==> config.mk <==
export PLATFORM = sky130hd
export DESIGN_NAME = interrupt_dispatch
export DESIGN_NICKNAME = d
export VERILOG_FILES = /design/src/rtl/interrupt_dispatch_pkg.sv /design/src/rtl/interrupt_dispatch_int_priority_enc.sv /design/src/rtl/interrupt_dispatch.sv
export SDC_FILE = /design/constraint.sdc
export NUM_CORES = 1
export LEC_CHECK = 0
export BUFFER_PORTS_ARGS = -buffer_cell sky130_fd_sc_hd__clkbuf_2
export CAP_MARGIN = 20
export CORE_UTILIZATION = 50
export CTS_CLUSTER_DIAMETER = 200
export DETAILED_ROUTE_END_ITERATION = 16
export PLACE_DENSITY = 0.75
export SKIP_LAST_GASP = 1
export SLEW_MARGIN = 5
export SYNTH_ARGS = -nofsm -noshare
export SYNTH_HDL_FRONTEND = slang
export SYNTH_HIERARCHICAL = 1
export SYNTH_SLANG_ARGS = --single-unit
==> constraint.sdc <==
create_clock -name I_CLOCK -period 5.2 [get_ports I_CLOCK]
set_clock_uncertainty 0.2 [all_clocks]
set_input_delay 1.04 -clock I_CLOCK [delete_from_list [all_inputs] [get_ports I_CLOCK]]
set_output_delay 1.04 -clock I_CLOCK [all_outputs]
set_load 0.02 [all_outputs]
==> src/rtl/interrupt_dispatch_pkg.sv <==
// rtl/interrupt_dispatch_pkg.sv - shared source indices, addresses, state enum and vector helpers
package interrupt_dispatch_pkg;

   // Interrupt source indices; lower index means higher priority
   localparam logic [2:0] INT_VBLANK  = 3'd0;
   localparam logic [2:0] INT_LCDSTAT = 3'd1;
   localparam logic [2:0] INT_TIMER   = 3'd2;
   localparam logic [2:0] INT_SERIAL  = 3'd3;
   localparam logic [2:0] INT_JOYPAD  = 3'd4;

   // Memory-mapped locations of the flag and enable registers
   localparam logic [15:0] IF_ADDR = 16'hFF0F;
   localparam logic [15:0] IE_ADDR = 16'hFFFF;

   typedef enum logic [2:0] {
      ST_IDLE,
      ST_WAIT,
      ST_PUSH_HI,
      ST_PUSH_LO,
      ST_JUMP
   } dispatch_state_t;

   // Vectors are spaced 8 bytes apart starting at the base
   function automatic logic [15:0] vector_addr(input logic [15:0] base, input logic [2:0] idx);
      return base + {10'd0, idx, 3'b000};
   endfunction

   // One-hot mask for a source index
   function automatic logic [4:0] src_mask(input logic [2:0] idx);
      logic [4:0] m;
      m = 5'b00001 << idx;
      return m;
   endfunction

endpackage

==> src/rtl/interrupt_dispatch_int_priority_enc.sv <==
// rtl/interrupt_dispatch_int_priority_enc.sv - fixed-priority encoder, lowest pending bit wins
module int_priority_enc
   import interrupt_dispatch_pkg::*;
(
   input  logic [4:0] pend,
   output logic [2:0] idx,
   output logic       valid
);

   // Pick the lowest set bit; valid drops when nothing is pending
   always_comb begin
      idx   = INT_VBLANK;
      valid = 1'b1;
      if (pend[0])      idx = INT_VBLANK;
      else if (pend[1]) idx = INT_LCDSTAT;
      else if (pend[2]) idx = INT_TIMER;
      else if (pend[3]) idx = INT_SERIAL;
      else if (pend[4]) idx = INT_JOYPAD;
      else              valid = 1'b0;
   end

endmodule

==> src/rtl/interrupt_dispatch.sv <==
// rtl/interrupt_dispatch.sv - IME handling, priority dispatch sequence and IF write-back; option macro INT_LATE_RESAMPLE_EN
module interrupt_dispatch
   import interrupt_dispatch_pkg::*;
#(
   parameter int          WAIT_CYCLES = 2,
   parameter logic [15:0] VECTOR_BASE = 16'h0040
) (
   input  logic        I_CLOCK,
   input  logic        I_RESET,
   input  logic [4:0]  I_IF,
   input  logic [4:0]  I_IE,
   input  logic        I_INSTR_DONE,
   input  logic        I_EI,
   input  logic        I_DI,
   input  logic        I_RETI,
   input  logic [15:0] I_PC,
   input  logic [15:0] I_SP,
   input  logic        I_MEM_READY,
   output logic        O_BUSY,
   output logic        O_MEM_WE_L,
   output logic [15:0] O_MEM_ADDR,
   output logic [7:0]  O_MEM_DATA,
   output logic [15:0] O_SP,
   output logic        O_SP_LOAD,
   output logic [15:0] O_PC,
   output logic        O_PC_LOAD,
   output logic [4:0]  O_IF,
   output logic        O_IF_LOAD,
   output logic [4:0]  O_ACK,
   output logic        O_WAKE,
   output logic        O_IME
);

   // Last value of the wait counter; unused when the wait phase is skipped
   localparam logic [2:0] WAIT_LAST = 3'(WAIT_CYCLES - 1);

   dispatch_state_t state;
   logic            ime;
   logic            ei_pending;
   logic [2:0]      wait_cnt;
   logic [2:0]      idx_q;
   logic [15:0]     pc_q;
   logic [15:0]     sp_q;
   logic            cancel_q;
   logic            if_load_q;
   logic [4:0]      pend;
   logic [2:0]      enc_idx;
   logic            enc_valid;
   logic            accept;

   assign pend   = I_IF & I_IE & 5'h1F;
   assign accept = (state == ST_IDLE) && I_INSTR_DONE && ime && enc_valid;

   int_priority_enc u_prio (
      .pend  (pend),
      .idx   (enc_idx),
      .valid (enc_valid)
   );

   // IME and the one-instruction EI delay; retire events are ignored while a dispatch runs
   always_ff @(posedge I_CLOCK) begin
      if (I_RESET) begin
         ime        <= 1'b0;
         ei_pending <= 1'b0;
      end else if (accept) begin
         // Accepting a dispatch clears IME and never promotes a pending EI
         ime <= 1'b0;
         if (I_DI || I_RETI) ei_pending <= 1'b0;
         else if (I_EI)      ei_pending <= 1'b1;
      end else if (!O_BUSY) begin
         if (I_DI) begin
            ime        <= 1'b0;
            ei_pending <= 1'b0;
         end else if (I_RETI) begin
            ime        <= 1'b1;
            ei_pending <= 1'b0;
         end else if (I_EI) begin
            ei_pending <= 1'b1;
         end else if (ei_pending && I_INSTR_DONE) begin
            ime        <= 1'b1;
            ei_pending <= 1'b0;
         end
      end
   end

   // Dispatch sequencer: wait, push PC high, push PC low, jump; all bus and load outputs registered
   always_ff @(posedge I_CLOCK) begin
      if (I_RESET) begin
         state      <= ST_IDLE;
         wait_cnt   <= 3'd0;
         idx_q      <= 3'd0;
         pc_q       <= 16'd0;
         sp_q       <= 16'd0;
         cancel_q   <= 1'b0;
         if_load_q  <= 1'b0;
         O_BUSY     <= 1'b0;
         O_MEM_WE_L <= 1'b1;
         O_MEM_ADDR <= 16'd0;
         O_MEM_DATA <= 8'd0;
         O_SP       <= 16'd0;
         O_SP_LOAD  <= 1'b0;
         O_PC       <= 16'd0;
         O_PC_LOAD  <= 1'b0;
         O_ACK      <= 5'd0;
      end else begin
         O_SP_LOAD <= 1'b0;
         case (state)
            ST_IDLE: begin
               if (accept) begin
                  O_BUSY   <= 1'b1;
                  idx_q    <= enc_idx;
                  pc_q     <= I_PC;
                  sp_q     <= I_SP;
                  cancel_q <= 1'b0;
                  wait_cnt <= 3'd0;
                  if (WAIT_CYCLES == 0) begin
                     state      <= ST_PUSH_HI;
                     O_MEM_WE_L <= 1'b0;
                     O_MEM_ADDR <= I_SP - 16'd1;
                     O_MEM_DATA <= I_PC[15:8];
                  end else begin
                     state <= ST_WAIT;
                  end
               end
            end
            ST_WAIT: begin
               if (wait_cnt == WAIT_LAST) begin
                  state      <= ST_PUSH_HI;
                  O_MEM_WE_L <= 1'b0;
                  O_MEM_ADDR <= sp_q - 16'd1;
                  O_MEM_DATA <= pc_q[15:8];
               end else begin
                  wait_cnt <= wait_cnt + 3'd1;
               end
            end
            ST_PUSH_HI: begin
               // Address and data stay put until the bus takes the write
               if (I_MEM_READY) begin
                  O_SP       <= sp_q - 16'd1;
                  O_SP_LOAD  <= 1'b1;
                  O_MEM_ADDR <= sp_q - 16'd2;
                  O_MEM_DATA <= pc_q[7:0];
                  state      <= ST_PUSH_LO;
`ifdef INT_LATE_RESAMPLE_EN
                  idx_q    <= enc_idx;
                  cancel_q <= !enc_valid;
`else
                  cancel_q <= 1'b0;
`endif
               end
            end
            ST_PUSH_LO: begin
               if (I_MEM_READY) begin
                  O_SP       <= sp_q - 16'd2;
                  O_SP_LOAD  <= 1'b1;
                  O_MEM_WE_L <= 1'b1;
                  O_PC_LOAD  <= 1'b1;
                  state      <= ST_JUMP;
                  if (cancel_q) begin
                     O_PC      <= 16'h0000;
                     O_ACK     <= 5'd0;
                     if_load_q <= 1'b0;
                  end else begin
                     O_PC      <= vector_addr(VECTOR_BASE, idx_q);
                     O_ACK     <= src_mask(idx_q);
                     if_load_q <= 1'b1;
                  end
               end
            end
            ST_JUMP: begin
               O_PC_LOAD <= 1'b0;
               O_ACK     <= 5'd0;
               if_load_q <= 1'b0;
               O_BUSY    <= 1'b0;
               state     <= ST_IDLE;
            end
            default: begin
               state <= ST_IDLE;
            end
         endcase
      end
   end

   // IF write-back samples live IF during the jump cycle so sets on other bits are kept
   assign O_IF      = if_load_q ? (I_IF & ~O_ACK) : 5'd0;
   assign O_IF_LOAD = if_load_q;
   assign O_WAKE    = |(I_IF & I_IE);
   assign O_IME     = ime;

endmodule
==> impl_metrics.csv <==
group,metric,value,unit
run_status,status,"completed",
global_route,overflow,0,
hold_path,hold_path_class,"flip-flop to flip-flop",
clock_network,path_clk_slew,0.09,ns
yosys,synth_edf_count,0,
routing,ant_nets,0,
pwr,switching_power,376,uW
global_route,antenna_found_initial,0,
pwr,intPower,1.04,mW
sta,whs,0.253,ns
global_route,grt_pass1_vias,4183,
sta,finalSetupTns,0,ns
floorplan,die-height,99.1,microns
floorplan,die_w,99.1,microns
clock_network,cts_setup_buffers,0,
yosys,syn_inst,607,
sta,finalHoldViolations,0,
clock_network,cts_hold_buf,0,
pwr,p_comb_share,11.2,%
yosys,seq_area_frac_synth,40.7,%
pwr,power.leakage,2.25,nW
routing,drt_iter0_drc,288,
sta,period_share,66.1,%
setup_path,arrival,2.20,ns
layout,drive_gt1_share,20.7,%
setup_path,r2r_slack,2.45,ns
clock_network,cts_root_buf,"clkbuf_8",
floorplan,io_pins,122,
yosys,syn_area_per_cell,7.77,sq um
flow_run,maxCapViolCount,0,
setup_path,cp-start-kind,"input port",
routing,post_drt_wl_per_cell,15.6,microns
pwr,peakVddDrop,0.177,mV
sta,relSlewSlack,32.6,%
pwr,power.density,263,nW/um^2
layout,final_area,5400,sq um
layout,syn2layout_area_growth,14.3,%
floorplan,start_util,51.3,%
pwr,p_seq_share,53.7,%
pwr,clockPowerShare,35.1,%
yosys,ys_types,58,
global_route,track_usage,25.7,%
layout,antenna_cells,0,
clock_network,tritoncts,"built",
placement,dp_hpwl,8630,microns
routing,dr.pass1.iters,7,
placement,dpl_worst_slack,1.77,ns
yosys,synth_area,4720,sq um
layout,nets,736,
sta,rsz0062_at_grt,"no",
clock_network,cts_buffer_depth,2,
setup_path,crit_fanout,4,
placement,place_congestion,0.915,
setup_path,cp-end-kind,"output pin",
routing,wl,12400,microns
yosys,ys_ff_latch,96,
floorplan,die_area,9830,sq um
routing,vias,4637,
clock_network,cts_buffers,9,
routing,vias_per_cell,5.81,
sta,drv_slew,0,
yosys,ys_warn_count,6,
sta,post-route-min-period,3.44,ns
pwr,switching_share,26.5,%
sta,worst_slack,1.76,ns
yosys,async_reset_ff_share,0,%
floorplan,rows,35,
floorplan,core,9200,sq um
setup_path,worstSetupPathType,"input port to output pin",
global_route,grt_max_degree,46,
sta,tightestPinTransition,1.00,ns
clock_network,cts_resized,0,
sta,finalSetupViolCount,0,
placement,placed_area,5200,sq um
sta,fmax,0.291,GHz
clock_network,cts_sinks,96,
global_route,grt_pass1_wl,20200,microns
setup_path,cp.required,3.96,ns
placement,io_buffers,109,
pwr,power,1.42,mW
clock_network,worstSkewPairLatency,0.36,ns
routing,route.detailed.drc,0,
clock_network,htreeDepth,3,
yosys,synth_ff_type,"dfxtp_1",
-- cells by family (layout without fill, tap and decap cells) --
family / Yosys count / count (layout) / share of synthesized area (%)
mux: 4 / 4 / 0.875
compound gates: 153 / 153 / 20.3
xor+xnor: 8 / 8 / 1.49
buf+inv: 71 / 140 / 6.87
fa+ha+maj: 5 / 5 / 1.33
other cells: 1 / 12 / 0.0795
flops: 96 / 96 / 40.7
simple gates: 269 / 269 / 28.3
-- layout by cell type, fill, tap and decap left out, drive strengths merged, types with 5 or more instances in the layout --
master,count
o31ai,5
clkbuf,120
nor4,6
o2111ai,6
conb,12
nand2,118
dfxtp,96
a31oi,7
or3,8
or4,11
o211ai,8
nor3,9
xor2,7
nand3,20
o21ai,27
and3b,6
nor3b,6
a311oi,12
nor2,45
ha,5
a21oi,64
nand4,6
and2,6
nand2b,5
nor2b,6
inv,11
-- worst paths after layout --
check,depth (start not counted),start,to
setup / recovery,5,I_IF[3],O_WAKE
hold / removal,2,O_SP[0]$_SDFFE_PP0P_,O_SP[0]$_SDFFE_PP0P_
hold reg to reg,2,O_SP[0]$_SDFFE_PP0P_,O_SP[0]$_SDFFE_PP0P_
setup reg to reg,4,state[1]$_SDFFE_PP0P_,O_MEM_ADDR[10]$_SDFFE_PP0P_
-- cells in the mapped netlist, types with 5 or more instances --
cell type | number | area, sq um
nand2b_1 | 5 | 31.3
o21ai_0 | 27 | 135
ha_1 | 5 | 62.6
xor2_1 | 7 | 61.3
a21oi_1 | 64 | 320
a311oi_1 | 12 | 105
nand3_1 | 20 | 100
dfxtp_1 | 96 | 1920
o2111ai_1 | 6 | 52.6
o31ai_1 | 5 | 37.5
nor2b_1 | 6 | 37.5
a31oi_1 | 7 | 43.8
nor4_1 | 5 | 31.3
and2_1 | 6 | 37.5
nor3_1 | 9 | 45.0
nand4_1 | 6 | 37.5
or3_1 | 7 | 43.8
buf_4 | 14 | 105
nor2_1 | 45 | 169
nand2_1 | 118 | 443
clkbuf_1 | 39 | 146
inv_1 | 11 | 41.3
or4_1 | 8 | 60.1
and3b_1 | 6 | 52.6
o211ai_1 | 8 | 60.1
-- layout make-up --
cell class	count	area [sq um]
inverters	11	41.3
well taps	111	139
multi-input cells	451	2520
repair buffers	113	576
flip-flops and latches	96	1920
clock inverters	5	56.3
fillers	898	3800
clock buffers	11	141
-- through the flow --
step	util, %	std cells
3_5_place_dp	56.5	782
5_1_grt	58.7	798
4_1_cts	58.7	798
3_3_place_gp	56.5	782
6_report	58.7	798
2_1_floorplan	-	618
-- per-layer routing --
| metal | wire [microns] | vias up | share of wire, % | GRT usage [%] |
|---|---|---|---|---|
| li1 | - | 2271 | - | - |
| met1 | 5490 | 2157 | 44 | 33.5 |
| met2 | 5730 | 189 | 46 | 41.6 |
| met3 | 1010 | 20 | 8.1 | 6.47 |
| met4 | 226 | 0 | 1.8 | 8.82 |
| met5 | 0 | - | 0 | 0 |
-- registers in the layout, indices dropped and copies added, names as in the netlist --
| name | cells |
|---|---|
| wait_cnt | 3 |
| ei_pending | 1 |
| idx_q | 3 |
| O_MEM_ADDR | 16 |
| O_IME | 1 |
| pc_q | 16 |
| O_IF_LOAD | 1 |
| O_BUSY | 1 |
| O_SP | 16 |
| O_SP_LOAD | 1 |
| O_MEM_WE_L | 1 |
| O_ACK | 5 |
| sp_q | 16 |
| O_PC | 4 |
| O_MEM_DATA | 8 |
| state | 3 |
-- critical path, cell delays in order --
cell and delay (ns):
clkbuf_2 0.08, and2_1 0.20, or2_2 0.30, or4_1 0.40, clkbuf_2 0.17
-- power by group through the flow --
stage | clock (mW) | combinational (mW) | sequential (mW)
after floorplan | 0 | 0.119 | 0.775
after global placement | 0 | 0.153 | 0.778
after detailed placement | 0 | 0.157 | 0.779
after CTS | 0.502 | 0.158 | 0.762
after global routing | 0.534 | 0.177 | 0.764
final | 0.497 | 0.159 | 0.762
Note: power is estimated with default switching activity, not from simulation.
